File: src/rtl/battleship_nios2_qsys_0_oci_pkg.sv
// Shared widths, counts and the packer state enum for the OCI data-trace path.
// Atoms are 2-bit codes; a full frame carries 15 of them in 30 bits.
package battleship_nios2_qsys_0_oci_pkg;

    localparam int ATOM_W  = 2;
    localparam int ATOMS   = 15;
    localparam int FRAME_W = ATOM_W * ATOMS;
    localparam int CNT_W   = 4;

    localparam logic [CNT_W-1:0] CNT_FULL = CNT_W'(ATOMS);
    localparam logic [CNT_W-1:0] CNT_ONE  = CNT_W'(1);

    typedef enum logic [1:0] {
        FILL  = 2'd0,
        DRAIN = 2'd1,
        ENDED = 2'd2
    } state_e;

    // Newest atom lands at the LSB; the oldest atom ends up in the high bits.
    function automatic logic [FRAME_W-1:0] pack_atom(
        input logic [FRAME_W-1:0] acc,
        input logic [ATOM_W-1:0]  a
    );
        return {acc[FRAME_W-ATOM_W-1:0], a};
    endfunction

endpackage

File: src/rtl/battleship_nios2_qsys_0_oci_dtrace_frame_reg.sv
// One-entry valid/ready holding register for packed trace frames (data + atom count).
// Load is only issued by the packer while slot_free is high, so a held frame is never overwritten.
module battleship_nios2_qsys_0_oci_dtrace_frame_reg
    import battleship_nios2_qsys_0_oci_pkg::*;
(
    input  logic               clk,
    input  logic               reset,
    input  logic               load,
    input  logic [FRAME_W-1:0] load_data,
    input  logic [CNT_W-1:0]   load_count,
    output logic               slot_free,
    output logic               frame_valid,
    input  logic               frame_ready,
    output logic [FRAME_W-1:0] frame_data,
    output logic [CNT_W-1:0]   frame_count
);

    logic               valid_q, valid_d;
    logic [FRAME_W-1:0] data_q, data_d;
    logic [CNT_W-1:0]   count_q, count_d;

    // A frame leaving this cycle frees the slot for a same-cycle refill.
    assign slot_free   = !valid_q || frame_ready;
    assign frame_valid = valid_q;
    assign frame_data  = data_q;
    assign frame_count = count_q;

    always_comb begin
        valid_d = valid_q;
        data_d  = data_q;
        count_d = count_q;
        if (valid_q && frame_ready) begin
            valid_d = 1'b0;
        end
        if (load) begin
            valid_d = 1'b1;
            data_d  = load_data;
            count_d = load_count;
        end
    end

    always_ff @(posedge clk) begin
        if (reset) begin
            valid_q <= 1'b0;
            data_q  <= '0;
            count_q <= '0;
        end else begin
            valid_q <= valid_d;
            data_q  <= data_d;
            count_q <= count_d;
        end
    end

endmodule

File: src/rtl/battleship_nios2_qsys_0_oci_dtrace_pack.sv
// Packs 2-bit trace atoms into 30-bit frames and hands them out over valid/ready.
// test_ending drains the partial frame, then test_has_ended latches until reset.
module battleship_nios2_qsys_0_oci_dtrace_pack
    import battleship_nios2_qsys_0_oci_pkg::*;
(
    input  logic               clk,
    input  logic               reset,
    input  logic               atom_valid,
    input  logic [ATOM_W-1:0]  atom,
    output logic               atom_ready,
    input  logic               flush,
    input  logic               test_ending,
    output logic               frame_valid,
    input  logic               frame_ready,
    output logic [FRAME_W-1:0] frame_data,
    output logic [CNT_W-1:0]   frame_count,
    output logic [FRAME_W-1:0] dct_buffer,
    output logic [CNT_W-1:0]   dct_count,
    output logic               test_has_ended
);

    state_e             state_q, state_d;
    logic [FRAME_W-1:0] buf_q, buf_d, buf_acc;
    logic [CNT_W-1:0]   cnt_q, cnt_d, cnt_acc;
    logic               flush_pend_q, flush_pend_d;
    logic               slot_free;
    logic               accept;
    logic               flush_req;
    logic               xfer;

    battleship_nios2_qsys_0_oci_dtrace_frame_reg u_frame_reg (
        .clk         (clk),
        .reset       (reset),
        .load        (xfer),
        .load_data   (buf_acc),
        .load_count  (cnt_acc),
        .slot_free   (slot_free),
        .frame_valid (frame_valid),
        .frame_ready (frame_ready),
        .frame_data  (frame_data),
        .frame_count (frame_count)
    );

    always_comb begin
        atom_ready   = (state_q == FILL) && !((cnt_q == CNT_FULL) && !slot_free);
        accept       = atom_valid && atom_ready;
        buf_acc      = accept ? pack_atom(buf_q, atom) : buf_q;
        cnt_acc      = accept ? cnt_q + CNT_ONE : cnt_q;
        // test_ending acts as a flush in its own cycle; DRAIN keeps flushing until empty.
        flush_req    = (state_q == FILL)  ? (flush || test_ending || flush_pend_q)
                                          : (state_q == DRAIN);
        xfer         = slot_free && (cnt_acc != '0) && ((cnt_acc == CNT_FULL) || flush_req);
        buf_d        = xfer ? '0 : buf_acc;
        cnt_d        = xfer ? '0 : cnt_acc;
        flush_pend_d = (state_q == FILL) && flush_req && !xfer && (cnt_acc != '0);

        state_d = state_q;
        case (state_q)
            FILL: begin
                if (test_ending) begin
                    state_d = DRAIN;
                end
            end
            DRAIN: begin
                if ((cnt_q == '0) && !frame_valid) begin
                    state_d = ENDED;
                end
            end
            ENDED:   state_d = ENDED;
            default: state_d = FILL;
        endcase
    end

    always_ff @(posedge clk) begin
        if (reset) begin
            state_q      <= FILL;
            buf_q        <= '0;
            cnt_q        <= '0;
            flush_pend_q <= 1'b0;
        end else begin
            state_q      <= state_d;
            buf_q        <= buf_d;
            cnt_q        <= cnt_d;
            flush_pend_q <= flush_pend_d;
        end
    end

    assign dct_buffer     = buf_q;
    assign dct_count      = cnt_q;
    assign test_has_ended = (state_q == ENDED);

endmodule

File: config.mk
export PLATFORM = sky130hd
export DESIGN_NAME = battleship_nios2_qsys_0_oci_dtrace_pack
export DESIGN_NICKNAME = d
export VERILOG_FILES = /design/src/rtl/battleship_nios2_qsys_0_oci_pkg.sv /design/src/rtl/battleship_nios2_qsys_0_oci_dtrace_frame_reg.sv /design/src/rtl/battleship_nios2_qsys_0_oci_dtrace_pack.sv
export SDC_FILE = /design/constraint.sdc
export NUM_CORES = 1
export LEC_CHECK = 0
export BUFFER_PORTS_ARGS = -buffer_cell sky130_fd_sc_hd__buf_4
export CORE_ASPECT_RATIO = 0.6
export CORE_UTILIZATION = 53
export DETAILED_ROUTE_END_ITERATION = 6
export PLACE_DENSITY = 0.79
export SYNTH_ARGS = -nofsm -noshare
export SYNTH_HDL_FRONTEND = slang
export SYNTH_SLANG_ARGS = --single-unit
File: constraint.sdc
create_clock -name clk -period 3.4 [get_ports clk]
set_input_delay 0.17 -clock clk [delete_from_list [all_inputs] [get_ports clk]]
set_output_delay 0.17 -clock clk [all_outputs]
set_load 0.02 [all_outputs]
==> metrics.md <==
| Metric | Value |
|---|---|
| Register area share after synthesis | 0.437 |
| Final Max Tran Viols | 0 |
| Async set-reset flop share out of synthesis | 0 |
| Post-CTS Resized | 0 |
| Routed Antenna Nets | 0 |
| Pin count of the biggest net entering global routing | 106 |
| Synth area leaders | dfxtp_1 44%, mux2_4 13%, mux2i_1 9.4% |
| Antenna diodes | 0 |
| First-pass GRT wire length | ~12000 um |
| GR Overflow Total | 0 |
| Sw power | 1020 uW |
| Buffers and inverters on the worst path | 2 |
| Synth warn | 0 |
| Hold WC Path Type | primary input to register |
| Clock network power share | 0.283 |
| IO Port Bufs | 78 |
| Vias in the first global route | 2285 |
| Seq cells post-synth | 72 |
| Kind of cell adding the most delay to the critical path | compound AO/OA/AOI/OAI gates |
| Hold_ws | about 150 ps |
| RR Endpoint | u_frame_reg.frame_data[28] |
| Area share of the largest cell type after synthesis | 0.437 |
| Reg2Reg Depth | 7 |
| Setup bufs post-CTS | 0 |
| Period utilisation layout | 0.810 |
| Total Die Area | approximately 6600 um2 |
| Achievable Freq | roughly 0.36 GHz |
| Die width | about 100 um |
| Routed vias | about 2500 |
| RSZ-0062 raised after global routing | false |
| First drt pass iteration count | 5 |
| Nets | around 400 |
| Count leader, synth | dfxtp_1 |
| Crit path kind | register to register |
| Root Buffer Master | clkbuf_8 |
| Final wirelength | a little over 7000 um |
| Comb pwr share | 0.388 |
| Die Y | between 60 and 70 um |
| Cts bufs inserted | 9 |
| Mapped Avg Cell Area | 10.3 um2 |
| Max-cap violations | 0 |
| Slowest cell on the critical path | dfxtp_1 |
| EDFF count, synth | 0 |
| Min-delay src | atom[0] |
| Worst-Margin Slew | between 900 and 1000 ps |
| Yosys cell types | 38 |
| Minimum clock period | about 2800 ps |
| Vias/cell | about 5.3 |
| Reg2reg setup slack | about 650 ps |
| Layout Skew | 9.78 ps |
| Post-synth top area cell | dfxtp_1 |
| Row cnt | 21 |
| Kind of end point of the critical path | register |
| Number of antenna violations at the first check in global routing | 0 |
| Max Buffers Root-to-Sink | 2 |
| Area Overhead vs Synth | 25.3% |
| Crit-path max cell delay | between 400 and 500 ps |
| Int Power | around 1900 uW |
| Sw Ratio | 0.352 |
| Setup_tns | 0 ps |
| Most frequent cells after synthesis | 72 x dfxtp_1, 40 x nor2_1, 34 x nor2b_1, 34 x nor3_1, 31 x mux2i_1 |
| Area of the mapped netlist | around 3300 um2 |
| Syn Inst Count | 319 |
| Violation count after the first detailed-route iteration | between 100 and 150 |
| Max-slew headroom | 0.349 |
| Post-cts hold buffer count | 0 |
| Gpl congestion | slightly below 0.9 |
| All-layer global routing usage | 0.229 |
| Syn nets | roughly 330 |
| Lkg Pwr | ~0.0019 uW |
| DRC viols | 0 |
| Endpoint, Worst Hold | dct_buffer[0] |
| CTS clock-pin slew for the worst setup and hold paths | 80 ps |
| Worst path cell trace | inv_1, ha_1, a211oi_1, a2111o_1, o21a_2, buf_12, mux2_2 |
| Status | finished, final reports clean |
| Clock sink count | 72 |
| Worst Hold Path Cells | 3 |
| Worst reg2reg startpoint | dct_count[0] |
| CP Launch Type | register |
| Setup violators final | 0 |
| IO Pins | between 70 and 80 |
| CP max FO | 13 |
| CTS tree | done |
| Starting density of the core | 0.571 |
| Seq pwr share | 0.329 |
| Core Region | between 5000 and 6000 um2 |
| Crit path arrival time | approximately 3000 ps |
| Required time worst endpoint | approximately 3600 ps |
| Layout cells sized above 1 | 0.355 |
| Final Hold Fails | 0 |
| H-tree depth | 3 |
| Clock latency on the worst-skew pair | roughly 340 ps |
| PwrDens | 697 nW/um2 |
| Synth Flop Type | dfxtp_1 |
| Maximum vdd drop | between 400 and 500 uV |
| Post-DP HPWL | ~4700 um |
| Wire per inst | ~15 um |
==> cells in the final DEF, fill, tap and decap left out, types with 4 or more instances in the layout <==
master and n:
a21oi_1 6, buf_4 81, clkbuf_8 10, dfxtp_1 72, ha_1 6, inv_1 6, mux2_2 4, mux2_4 29
mux2i_1 31, nor2_1 40, nor2b_1 34, nor3_1 34, o21ai_0 4
==> logic make-up (layout without fill, tap and decap cells) <==
kind of cell    after synthesis  count (layout)  share of synthesized area
mux                          64              64                      0.240
xor+xnor                      2               2                    0.00531
simple gates                119             119                      0.186
buf+inv                      31             104                     0.0576
flops                        72              72                      0.437
compound gates               25              25                     0.0519
fa+ha+maj                     6               6                     0.0227
==> registers in the layout (all words and copies together) (netlist names) <==
name,cells
state_q,2
u_frame_reg.frame_valid,1
flush_pend_q,1
dct_buffer,30
dct_count,4
u_frame_reg.frame_count,4
u_frame_reg.frame_data,30
==> worst min-delay path: stages <==
cell,delay [ps]
buf_4,80
mux2i_1,70
nor3_1,120
==> routing by layer <==
metal | part of all wire | track usage | wire, um | vias to the layer above
met5 | 0 | 0 | 0 | -
met4 | 0.010 | 0.0696 | 73 | 0
met3 | 0.071 | 0.0787 | 508 | 9
met2 | 0.42 | 0.325 | 3010 | 83
met1 | 0.50 | 0.324 | 3570 | 1192
li1 | - | - | - | 1229
==> stage by stage <==
stage	worst slack, ps	util	total power (uW)	cell area (um2)	cells
floorplan	899	-	1870	3300	319
global placement	801	0.674	2060	3890	457
detailed placement	713	0.674	2080	3890	457
CTS	678	0.715	2890	4140	472
global route	519	0.715	3020	4140	472
finish	646	0.715	2880	4140	472
==> power groups by stage <==
stage	Clock [uW]	Combinational, uW	Sequential [uW]
2_1_floorplan	0	868	997
3_3_place_gp	0	1100	965
3_5_place_dp	0	1110	966
4_1_cts	830	1110	948
5_1_grt	876	1190	955
6_report	815	1120	949
==> layout make-up <==
| cell class | instances | area, um2 |
|---|---|---|
| Clock buffer | 10 | 138 |
| Clock inverter | 5 | 104 |
| Fill cell | 420 | 1650 |
| Inverter | 6 | 22.5 |
| Multi-Input combinational cell | 216 | 1680 |
| Sequential cell | 72 | 1440 |
| Tap cell | 80 | 100 |
| Timing Repair Buffer | 83 | 648 |
==> worst max path at each step <==
stage | from | endpoint | slack (ps) | depth (start not counted)
4_1_cts | state_q[0] | u_frame_reg.frame_count[0] | 680 | 7
6_report | dct_count[0] | u_frame_reg.frame_data[28] | 650 | 7
3_5_place_dp | dct_count[0] | u_frame_reg.frame_data[28] | 710 | 7
2_1_floorplan | dct_count[1] | u_frame_reg.frame_count[3] | 900 | 9
5_1_grt | state_q[0] | u_frame_reg.frame_count[0] | 520 | 7
3_3_place_gp | dct_count[0] | u_frame_reg.frame_data[28] | 800 | 7
Note: power is estimated with default switching activity, not from simulation.
